[config.mk]
export PLATFORM = sky130hd
export DESIGN_NAME = scan_chain_loader_flat
export DESIGN_NICKNAME = d
export VERILOG_FILES = /design/src/rtl/scan_chain_loader_if.sv /design/src/rtl/scan_chain_loader.sv /design/src/flat_wrapper.sv
export SDC_FILE = /design/constraint.sdc
export NUM_CORES = 1
export LEC_CHECK = 0
export CORE_MARGIN = 10
export CORE_UTILIZATION = 40
export CTS_CLUSTER_DIAMETER = 200
export DETAILED_ROUTE_END_ITERATION = 7
export PLACE_DENSITY = 0.68
export SLEW_MARGIN = 5
export SYNTH_ARGS = -nofsm -noshare
export SYNTH_HDL_FRONTEND = slang
export SYNTH_SLANG_ARGS = --single-unit
[constraint.sdc]
create_clock -name clk -period 4.15 [get_ports clk]
set_input_delay 0.83 -clock clk [delete_from_list [all_inputs] [get_ports clk]]
set_output_delay 0.83 -clock clk [all_outputs]
set_load 0.01 [all_outputs]
[src/rtl/scan_chain_loader_if.sv]
// scan_chain_loader_if: host word/readback handshake and scan-chain pins of the loader.
interface scan_chain_loader_if #(
   parameter int WORD_WIDTH = 8
);
   logic                  start, in_valid, in_ready, scan_en, scan_in, scan_out, rd_valid, busy, done;
   logic [WORD_WIDTH-1:0] in_data, rd_data;
   modport master (
      output start, in_valid, in_data, scan_out,
      input  in_ready, scan_en, scan_in, rd_valid, rd_data, busy, done
   );
   modport slave (
      input  start, in_valid, in_data, scan_out,
      output in_ready, scan_en, scan_in, rd_valid, rd_data, busy, done
   );
endinterface

[src/rtl/scan_chain_loader.sv]
// scan_chain_loader: serializes host words MSB-first into a scan chain and returns the displaced tail bits as readback words.
module scan_chain_loader #(
   parameter int CHAIN_LEN  = 16,
   parameter int WORD_WIDTH = 8,
   parameter int CNT_WIDTH  = $clog2(CHAIN_LEN+1)
) (
   input logic               clk,
   input logic               rst_n,
   scan_chain_loader_if.slave bus
);
   localparam int WB_WIDTH = $clog2(WORD_WIDTH+1);
   typedef enum logic [1:0] {IDLE, WAIT_WORD, SHIFT, DONE} state_t;
   state_t                state_q, state_d;
   logic [CNT_WIDTH-1:0]  rem_q, rem_d;
   logic [WB_WIDTH-1:0]   bits_q, bits_d, len_q, len_d;
   logic [WORD_WIDTH-1:0] tx_q, tx_d, rb_q, rb_d, rd_data_q, rd_data_d, rb_next;
   logic                  rd_valid_q, rd_valid_d;
   assign rb_next = WORD_WIDTH'({rb_q, bus.scan_out});
   always_comb begin
      state_d    = state_q;
      rem_d      = rem_q;
      bits_d     = bits_q;
      len_d      = len_q;
      tx_d       = tx_q;
      rb_d       = rb_q;
      rd_data_d  = rd_data_q;
      rd_valid_d = 1'b0;
      if (state_q == IDLE && bus.start) begin
         state_d = WAIT_WORD;
         rem_d   = CNT_WIDTH'(CHAIN_LEN);
      end
      if (state_q == WAIT_WORD && bus.in_valid) begin
         tx_d    = bus.in_data;
         bits_d  = (32'(rem_q) >= WORD_WIDTH) ? WB_WIDTH'(WORD_WIDTH) : WB_WIDTH'(rem_q);
         len_d   = bits_d;
         rb_d    = '0;
         state_d = SHIFT;
      end
      if (state_q == SHIFT) begin
         tx_d   = tx_q << 1;
         rb_d   = rb_next;
         bits_d = bits_q - WB_WIDTH'(1);
         rem_d  = rem_q - CNT_WIDTH'(1);
         if (bits_q == WB_WIDTH'(1)) begin
            state_d    = (rem_q == CNT_WIDTH'(1)) ? DONE : WAIT_WORD;
            rd_valid_d = 1'b1;
            // a short final word is left-aligned so the first captured bit stays in the MSB
            rd_data_d  = rb_next << (WORD_WIDTH - 32'(len_q));
         end
      end
      if (state_q == DONE) state_d = IDLE;
   end
   always_ff @(posedge clk) begin
      if (!rst_n) begin
         state_q    <= IDLE;
         rem_q      <= '0;
         bits_q     <= '0;
         len_q      <= '0;
         tx_q       <= '0;
         rb_q       <= '0;
         rd_data_q  <= '0;
         rd_valid_q <= 1'b0;
      end else begin
         state_q    <= state_d;
         rem_q      <= rem_d;
         bits_q     <= bits_d;
         len_q      <= len_d;
         tx_q       <= tx_d;
         rb_q       <= rb_d;
         rd_data_q  <= rd_data_d;
         rd_valid_q <= rd_valid_d;
      end
   end
   assign bus.in_ready = state_q == WAIT_WORD;
   assign bus.scan_en  = state_q == SHIFT;
   assign bus.scan_in  = (state_q == SHIFT) & tx_q[WORD_WIDTH-1];
   assign bus.rd_valid = rd_valid_q;
   assign bus.rd_data  = rd_data_q;
   assign bus.busy     = state_q != IDLE;
   assign bus.done     = state_q == DONE;
endmodule

[src/flat_wrapper.sv]
// flat-port wrapper written by rule: the top's interface ports become plain ports
module scan_chain_loader_flat 
#(
   parameter int CHAIN_LEN  = 16,
   parameter int WORD_WIDTH = 8,
   parameter int CNT_WIDTH  = $clog2(CHAIN_LEN+1)
)
  (clk, rst_n, bus_start, bus_in_valid, bus_in_data, bus_scan_out, bus_in_ready, bus_scan_en, bus_scan_in, bus_rd_valid, bus_rd_data, bus_busy, bus_done);
  scan_chain_loader_if #(.WORD_WIDTH(WORD_WIDTH)) bus_i ();
  input logic clk;
  input logic rst_n;
  input wire logic [$bits(bus_i.start)-1:0] bus_start;
  input wire logic [$bits(bus_i.in_valid)-1:0] bus_in_valid;
  input wire logic [$bits(bus_i.in_data)-1:0] bus_in_data;
  input wire logic [$bits(bus_i.scan_out)-1:0] bus_scan_out;
  output wire logic [$bits(bus_i.in_ready)-1:0] bus_in_ready;
  output wire logic [$bits(bus_i.scan_en)-1:0] bus_scan_en;
  output wire logic [$bits(bus_i.scan_in)-1:0] bus_scan_in;
  output wire logic [$bits(bus_i.rd_valid)-1:0] bus_rd_valid;
  output wire logic [$bits(bus_i.rd_data)-1:0] bus_rd_data;
  output wire logic [$bits(bus_i.busy)-1:0] bus_busy;
  output wire logic [$bits(bus_i.done)-1:0] bus_done;
  assign bus_i.start = bus_start;
  assign bus_i.in_valid = bus_in_valid;
  assign bus_i.in_data = bus_in_data;
  assign bus_i.scan_out = bus_scan_out;
  assign bus_in_ready = bus_i.in_ready;
  assign bus_scan_en = bus_i.scan_en;
  assign bus_scan_in = bus_i.scan_in;
  assign bus_rd_valid = bus_i.rd_valid;
  assign bus_rd_data = bus_i.rd_data;
  assign bus_busy = bus_i.busy;
  assign bus_done = bus_i.done;
  scan_chain_loader #(.CHAIN_LEN(CHAIN_LEN), .WORD_WIDTH(WORD_WIDTH), .CNT_WIDTH(CNT_WIDTH)) u_core (.clk(clk), .rst_n(rst_n), .bus(bus_i));
endmodule
# --- Word level (Yosys, flattened, before mapping) ---
# Cells that the tools add are included.
word_totals:
  reg_bits: 39
  input_bits: 13
  wordCells: 46
op_classes:
  add_sub_neg: 3
  order_cmp: 1
  n_eq_ne: 5
  shift: 1
  mux: 15
  bitwise_logic: 2
  reduce_logical: 10
ops:
  columns: ["op", "count"]
  rows:
  - ["8-bit by 32-bit << shifter with 8-bit output", 1]
  - ["8-bit 2-to-1 mux", 2]
  - ["7-bit 2-to-1 mux", 2]
  - ["4-bit 2-to-1 mux", 3]
  - ["2-bit 2-to-1 mux", 5]
  - ["5-bit 2-to-1 mux", 2]
  - ["2-bit nonzero test", 3]
  - ["5-bit by 1-bit == test with 1-bit output, second input constant", 1]
  - ["5-bit by 4-bit >= comparator with 1-bit output, second input constant", 1]
  - ["4-bit by 4-bit subtractor with 5-bit output, first input constant", 1]
  - ["5-bit by 1-bit subtractor with 5-bit output, second input constant", 1]
  - ["2-bit == test, second input constant", 2]
  - ["4-bit by 1-bit == test with 1-bit output, second input constant", 1]
  - ["2-bit AND reduction", 2]
  - ["2-bit OR reduction", 2]
  - ["4-bit by 1-bit subtractor with 4-bit output, second input constant", 1]
  - ["2-bit by 1-bit == test with 1-bit output, second input constant", 1]
  - ["1-bit logical AND", 2]
  - ["2-bit zero test", 1]
  - ["1-bit bitwise AND", 1]
  - ["1-bit 2-to-1 mux", 1]
  - ["1-bit inverter", 1]

# --- Depth between registers and ports, before layout ---
logic_depth:
  ltp_word: 6
  depth_mapped: 8
  depth_no_buf: 6

# --- Worst setup path before layout ---
# Ideal clock, no wire load.
synth_path:
  path_kind: "register to output"
  startpoint: "reg u_core.state_q[0]"
  endpoint: "out bus_scan_in"
  arrival_ns: 1.220
  path_slack_ns: 2.100
  path_stages_with_launch: 6
  path_buffers: 2
  path_cell_list: "dfxtp_1 nand2b_1 clkbuf_1 inv_1 clkbuf_1 and2_1"
synth_via:
  elab_chain_cells: 2
synth_rtl:
  columns: ["element", "line", "rtl"]
  rows:
  - ["from (decl)", "scan_chain_loader.sv:13", "state_t state_q, state_d;"]
  - ["from (signal assigned)", "scan_chain_loader.sv:64", "state_q <= state_d;"]
  - ["2-bit == test", null, null]
  - ["net bus_scan_en", "flat_wrapper.sv:17", "output wire logic [$bits(bus_i.scan_en)-1:0] bus_scan_en;"]
  - ["1-bit bitwise AND", "scan_chain_loader.sv:76", "assign bus.scan_in = (state_q == SHIFT) & tx_q[WORD_WIDTH-1];"]
  - ["to (decl)", "flat_wrapper.sv:18", "output wire logic [$bits(bus_i.scan_in)-1:0] bus_scan_in;"]
# The timed path passes the listed nets, and every way through them passes these cells.

# --- Worst setup path in the final report ---
layout_path:
  startpoint: "reg u_core.state_q[1]"
  endpoint: "out bus_scan_in"
layout_via:
  elab_chain_cells: 2
layout_rtl:
  columns: ["element", "line"]
  rows:
  - ["2-bit == test", "scan_chain_loader.sv:76"]
  - ["1-bit bitwise AND", "scan_chain_loader.sv:76"]
# Every way passes these cells.

==> results.toml <==
[status]
outcome = "completed"

[sta]
min_period_over_period_pct = 67.6
final.setup.tns_ns = 0
layout_min_cycle_time_ns = 2.81
setup_viol = 0
rsz_0062_raised_after_global_routing = "false"
skew_ns = 0.00418
max_slew_margin_pct = 49.7
slew_viol_final = 0
setup_slack_after_layout_ns = 1.34
tightest_slew_ns = 0.751
max_clock_freq_mhz = 356
hold-worst-slack_ns = 0.456
timing.final.hold_violations = 0

[cts]
cts.sinks = 39
worst_setup_hold_path_clk_slew_ns = 0.07
cts_tree = "done"
clockRootBuffer = "sky130_fd_sc_hd__clkbuf_8"
post_cts_hold_buffer_count = 0
worst_skew_pair.late_latency_ns = 0.29
postCtsSetupRepairBufs = 0
cts_buffers = 5
quantity_of_gates_resized_following_cts = 0
clock_path_buffers = 2
total_number_of_h_tree_levels = 2

[critical_path]
reg2reg_from = "u_core.state_q[0]"
endpoint_type_of_the_worst_setup_path = "primary output"
cp_max_fo = 17
r2r_end = "u_core.bits_q[2]"
criticalPathCategory = "reg2out"
ff2ff_setup_slack_ns = 1.84
crit_required_ns = 3.32
ff2ff_path_depth = 7
arrival_time_at_the_worst_endpoint_ns = 1.98
cp-start-kind = "register"

[logic_synthesis]
post_synth_inst_count = 237
number_of_enable_flip_flop_cells_after_synthesis = 0
synth_top_cell_area_share_pct = 39.8
yosys_warnings = 0
yosysMostFrequentCell = "sky130_fd_sc_hd__dfxtp_1"
synth.cells.most_frequent = "sky130_fd_sc_hd__dfxtp_1, sky130_fd_sc_hd__nand2_1, sky130_fd_sc_hd__nor2_1, sky130_fd_sc_hd__a21oi_1, sky130_fd_sc_hd__clkbuf_1"
synth_async_sr_flop_share_pct = 0
netlist_area_before_placement_mm2 = 0.00196
yosys_register_bits = 39
synth_top_cells_by_area = "sky130_fd_sc_hd__dfxtp_1, sky130_fd_sc_hd__mux2i_1, sky130_fd_sc_hd__a21oi_1, sky130_fd_sc_hd__nand2_1, sky130_fd_sc_hd__nor2_1"
synth_top_flop_cell = "sky130_fd_sc_hd__dfxtp_1"
yosysTopAreaCell = "sky130_fd_sc_hd__dfxtp_1"
mappedNetlistNets = 255
netlist-cell-type-count = 43
avgSynthCellArea_um2 = 8.27
synth_sequential_area_ratio_pct = 39.8

[grt]
total_grt_usage_pct = 11.1
via_count_of_the_first_global_routing_pass = 1691
grt_first_pass_wirelength_mm = 7.73
grt_antenna_before_repair = 0
grt_start_max_net_pins = 36
globalRoute.totalOverflow = 0

[routing]
route.antenna.remaining_nets = 0
drt-initial-drc-count = 90
totalWireLength_mm = 4.57
routed-via-count = 1735
drt-pass1-iter-count = 6
avgRoutedWirePerCell_um = 14.1
drcViolationCount = 0
vias_per_cell = 5.37

[place]
dpl.hpwl_mm = 3.28
io_buffers = 26
place_ws_ns = 1.42
post-place-cells = 315
final_weighted_congestion_of_routability_driven_global_placement = 0.826

[pwr]
total_power_w = 0.000857
p_leak_nw = 0.778
peakVddDrop_mv = 0.180
power_per_cell_area_mw_per_mm2 = 359

[floorplanning]
initial_core_util_pct = 41.5
floorplan.core_area_mm2 = 0.00472
die_h_um = 90.0
fp-row-count = 25
die_area_mm2 = 0.00810
num_io_pins = 27
die_x_um = 90.0

[job]
cap_viol_max_count = 0

[layout]
nNetsFinal = 273
layout.filler_cells = 471
insertedDiodeCount = 0
final_cell_count_no_fill = 323
fraction_of_layout_cells_with_a_size_suffix_above_1_pct = 7.42
areaGrowthSynthToFinish_pct = 21.8

[min_path]
timing.hold.worst.start = "u_core.tx_q[7]"
min_to = "u_core.tx_q[7]"
holdCritPathClass = "reg2reg"
hold_depth = 2
## flip-flops by register name (all words and copies together), names as in the netlist
| name | flops |
|---|---|
| u_core.rb_q | 7 |
| u_core.tx_q | 8 |
| u_core.len_q | 4 |
| u_core.bits_q | 4 |
| u_core.rem_q | 5 |
| u_core.bus.rd_valid | 1 |
| u_core.state_q | 2 |
| u_core.bus.rd_data | 8 |
## layer usage
metal	GRT usage (%)	wire [µm]	vias to the layer above
li1	-	-	885
met1	12.9	2120	813
met2	18.1	2170	29
met3	2.91	172	8
met4	5.84	102	0
met5	0	0	-
## worst max-delay path, stage by stage, from the launching register on
cell and delay, ns:
sky130_fd_sc_hd__dfxtp_1 0.51, sky130_fd_sc_hd__nand2b_1 0.09, sky130_fd_sc_hd__buf_4 0.20, sky130_fd_sc_hd__inv_1 0.20
sky130_fd_sc_hd__and2_1 0.16, sky130_fd_sc_hd__clkdlybuf4s50_1 0.53
## final cells by class
class	count	area [µm²]	area share (%)
Clock buffer	6	72.6	3.04
Clock inverter	2	60.1	2.51
Inverter	10	37.5	1.57
Multi-Input combinational cell	170	1070	44.8
Sequential cell	39	781	32.7
Tap cell	67	83.8	3.51
Timing Repair Buffer	29	283	11.8
## how the worst max path moves through the flow
stage	start	to	slack, ns	depth (start not counted)
final	u_core.state_q[1]	bus_scan_in	1.34	5
after global routing	u_core.state_q[1]	bus_scan_in	1.21	5
after CTS	u_core.state_q[1]	bus_scan_in	1.31	5
after detailed placement	bus_in_valid	u_core.len_q[3]	1.42	5
after global placement	bus_in_valid	u_core.len_q[3]	1.47	5
after floorplan	u_core.state_q[0]	bus_scan_in	2.10	5
## through the flow
stage | utilization [%] | cell area, µm²
finish | 50.6 | 2390
global route | 50.6 | 2390
CTS | 50.6 | 2390
detailed placement | 47.8 | 2260
global placement | 47.8 | 2260
floorplan | - | 1960
## cells by family (layout without fill, tap and decap cells)
family | Yosys count | after routing | share of synthesized area [%]
DFF | 39 | 39 | 39.8
buffers and inverters | 28 | 47 | 5.55
AOI/OAI and AO/OA | 63 | 63 | 22.0
adders and majority gates | 5 | 5 | 3.19
muxes | 12 | 12 | 6.19
and+or+nand+nor | 90 | 90 | 23.3
## placed cells by master (no fill, tap or decap), types with 2 or more instances in the layout
master / instances
sky130_fd_sc_hd__a32oi_1: 4
sky130_fd_sc_hd__nand2b_1: 8
sky130_fd_sc_hd__dfxtp_1: 39
sky130_fd_sc_hd__or2_2: 2
sky130_fd_sc_hd__a211oi_1: 9
sky130_fd_sc_hd__a21oi_1: 21
sky130_fd_sc_hd__inv_1: 9
sky130_fd_sc_hd__buf_4: 3
sky130_fd_sc_hd__nand3b_1: 2
sky130_fd_sc_hd__and2_1: 3
sky130_fd_sc_hd__nor2_1: 23
sky130_fd_sc_hd__o21ai_0: 2
sky130_fd_sc_hd__ha_1: 5
sky130_fd_sc_hd__nor3_1: 6
sky130_fd_sc_hd__a221oi_1: 2
sky130_fd_sc_hd__nor3b_1: 2
sky130_fd_sc_hd__bufinv_16: 2
sky130_fd_sc_hd__nand2_1: 23
sky130_fd_sc_hd__nand3_1: 9
sky130_fd_sc_hd__a31oi_1: 5
sky130_fd_sc_hd__nand4_1: 2
sky130_fd_sc_hd__o31ai_2: 2
sky130_fd_sc_hd__o211ai_1: 2
sky130_fd_sc_hd__mux2i_1: 11
sky130_fd_sc_hd__a22oi_1: 10
sky130_fd_sc_hd__clkbuf_8: 5
sky130_fd_sc_hd__clkdlybuf4s50_1: 26
## power breakdown
| part | total, W | leakage, nW | switching (W) | internal, W |
|---|---|---|---|---|
| clock | 0.000368 | 0.0654 | 0.000128 | 0.000240 |
| combinational | 0.0000892 | 0.397 | 0.0000465 | 0.0000428 |
| sequential | 0.000399 | 0.316 | 0.0000139 | 0.000385 |
| total | 0.000857 | 0.778 | 0.000188 | 0.000669 |
(Power assumes the default switching activity.)
==> RTL edit (same settings) <==
The 4 states of `state_t` get a one-hot encoding in 4 bits.
--- a/src/rtl/scan_chain_loader.sv
+++ b/src/rtl/scan_chain_loader.sv
@@ -11,3 +11,3 @@
    localparam int WB_WIDTH = $clog2(WORD_WIDTH+1);
-   typedef enum logic [1:0] {IDLE, WAIT_WORD, SHIFT, DONE} state_t;
+   typedef enum logic [3:0] {IDLE = 4'b0001, WAIT_WORD = 4'b0010, SHIFT = 4'b0100, DONE = 4'b1000} state_t;
    state_t                state_q, state_d;
Formal check against the unedited RTL: same outputs for any inputs over 10 cycles, from zero or initial values and one cycle with rst_n low; not proved beyond that.
==> RTL edit against the original RTL <==
Total power shrank 6.8%. Sequential cell count grew 2. Count of clock-buffer cells in the layout did not move. Synthesized cell count decreased by 0.42%. Core utilization shrank 0.18 points. Area after synthesis is 3.3% higher. Final area grew 1.6%. Routed wire length shrank 3.9%. Worst setup slack lost 380 ps. Largest cell class unchanged.
==> RTL edit: results (changes against the original RTL) <==
gp_congestion: 0.771  # -6.7%
stdcell_count: 325  # +0.62%
grt_pass1_vias: 1656  # -2.1%
status: "completed"
synthesis.nets: 254  # -0.39%
wl_met2_mm: 1.93  # -11%
cts.sinks: 41  # +5.1%
grt_usage_pct: 10.8  # -0.25 points
wl_met3_um: 176  # +2.3%
vias_per_cell: 5.29  # -1.6%
fin_crit_sh_pct: 76.9  # +9.2 points
antenna_found_initial: 0  # unchanged
buf_share_pct: 11.3  # -0.50 points
yosysTopAreaCellShare_pct: 40.5  # +0.70 points
fin_skew_ps: 6.17  # +1.99 ps
syn_inst: 236  # -0.42%
grt_use_met2_pct: 17.1  # -1.0 points
total_power_mw: 0.798  # -6.8%
use_met3_pct: 2.96  # +0.054 points
ys_seq_area_share_pct: 40.5  # +0.70 points
place_inst: 317  # +0.63%
arrival_ps: 2360  # +380 ps
multi_input_area_um2: 1090  # +1.6%
post-place-ws_ps: 1290  # -137 ps
wl_per_cell_um: 13.5  # -4.5%
peakVddDrop_v: 0.000167  # -7.3%
p_seq_share_pct: 50.8  # +4.2 points
portBuffers: 26  # unchanged
drt_iter0_drc: 136  # +51%
critPathTopFamily: "buffers and inverters"
fin_nets: 275  # +0.73%
cts_resized: 0  # unchanged
cp_slowest_cell: "clkdlybuf4s50_1"
multi_input_cells: 171  # +0.59%
first_pass_iters: 4  # -2
slew-limit-headroom_pct: 54.5  # +4.8 points
netlist_top_cells_area: "dfxtp_1, nand2_1, mux4_2"
hpwl_mm: 3.14  # -4.2%
multi_input_area_share_pct: 44.8  # about the same
postSynthAreaPerCell_um2: 8.58  # +3.8%
drt-met1-wl_mm: 2.22  # +4.4%
critPathMaxFanout: 35  # +18
num_antenna_cells: 0  # unchanged
buffers: 28  # -3.4%
p_leak_nw: 0.818  # +5.2%
use_met1_pct: 13.4  # +0.52 points
synth_common_cells: "nand2_1, dfxtp_1, a21oi_1, nor2_1, nand3_1"
switching_share_pct: 22.0  # about the same
synth_cell_types: 48  # +12%
clock_latency_ps: 290  # about the same
clock_cell_area_share_pct: 4.95  # -0.60 points
pg_clk_mw: 0.334  # -9.2%
post_dp_cell_area_um2: 2310  # +2.3%
seq_share_pct: 33.8  # +1.1 points
drive_above_1_share_pct: 9.69  # +2.3 points
n_fill_cell: 498  # +5.7%
RTL edit: changes by cell type after synthesis, sizes merged, moves of 4 or more:
cell    unedited run  this run
clkbuf            15         4
o21ai              2         9
a32oi              4         0
a22oi             10         0
a311oi             1         7
a211oi             9         1
mux2i             11         5
nand2             23        47
buf                3        10
mux4               0         5
nand2b             8         2
RTL edit: path summary, 6_finish.rpt:
path                    startpoint                    end  slack, ps  cells past startpoint
min reg2reg  u_core.bus.rd_data[2]  u_core.bus.rd_data[2]        450                      2
max reg2reg        u_core.len_q[0]  u_core.bus.rd_data[5]       2010                      5
max              u_core.state_q[0]            bus_scan_in        960                      5
min          u_core.bus.rd_data[2]  u_core.bus.rd_data[2]        450                      2
RTL edit: cell families after synthesis:
group	share of synthesized area (%)
adders and majority gates	3.09
and+or+nand+nor	25.6
AOI/OAI and AO/OA	15.1
DFF	40.5
buffers and inverters	5.74
muxes	8.59
xor gates and xnor gates	1.30
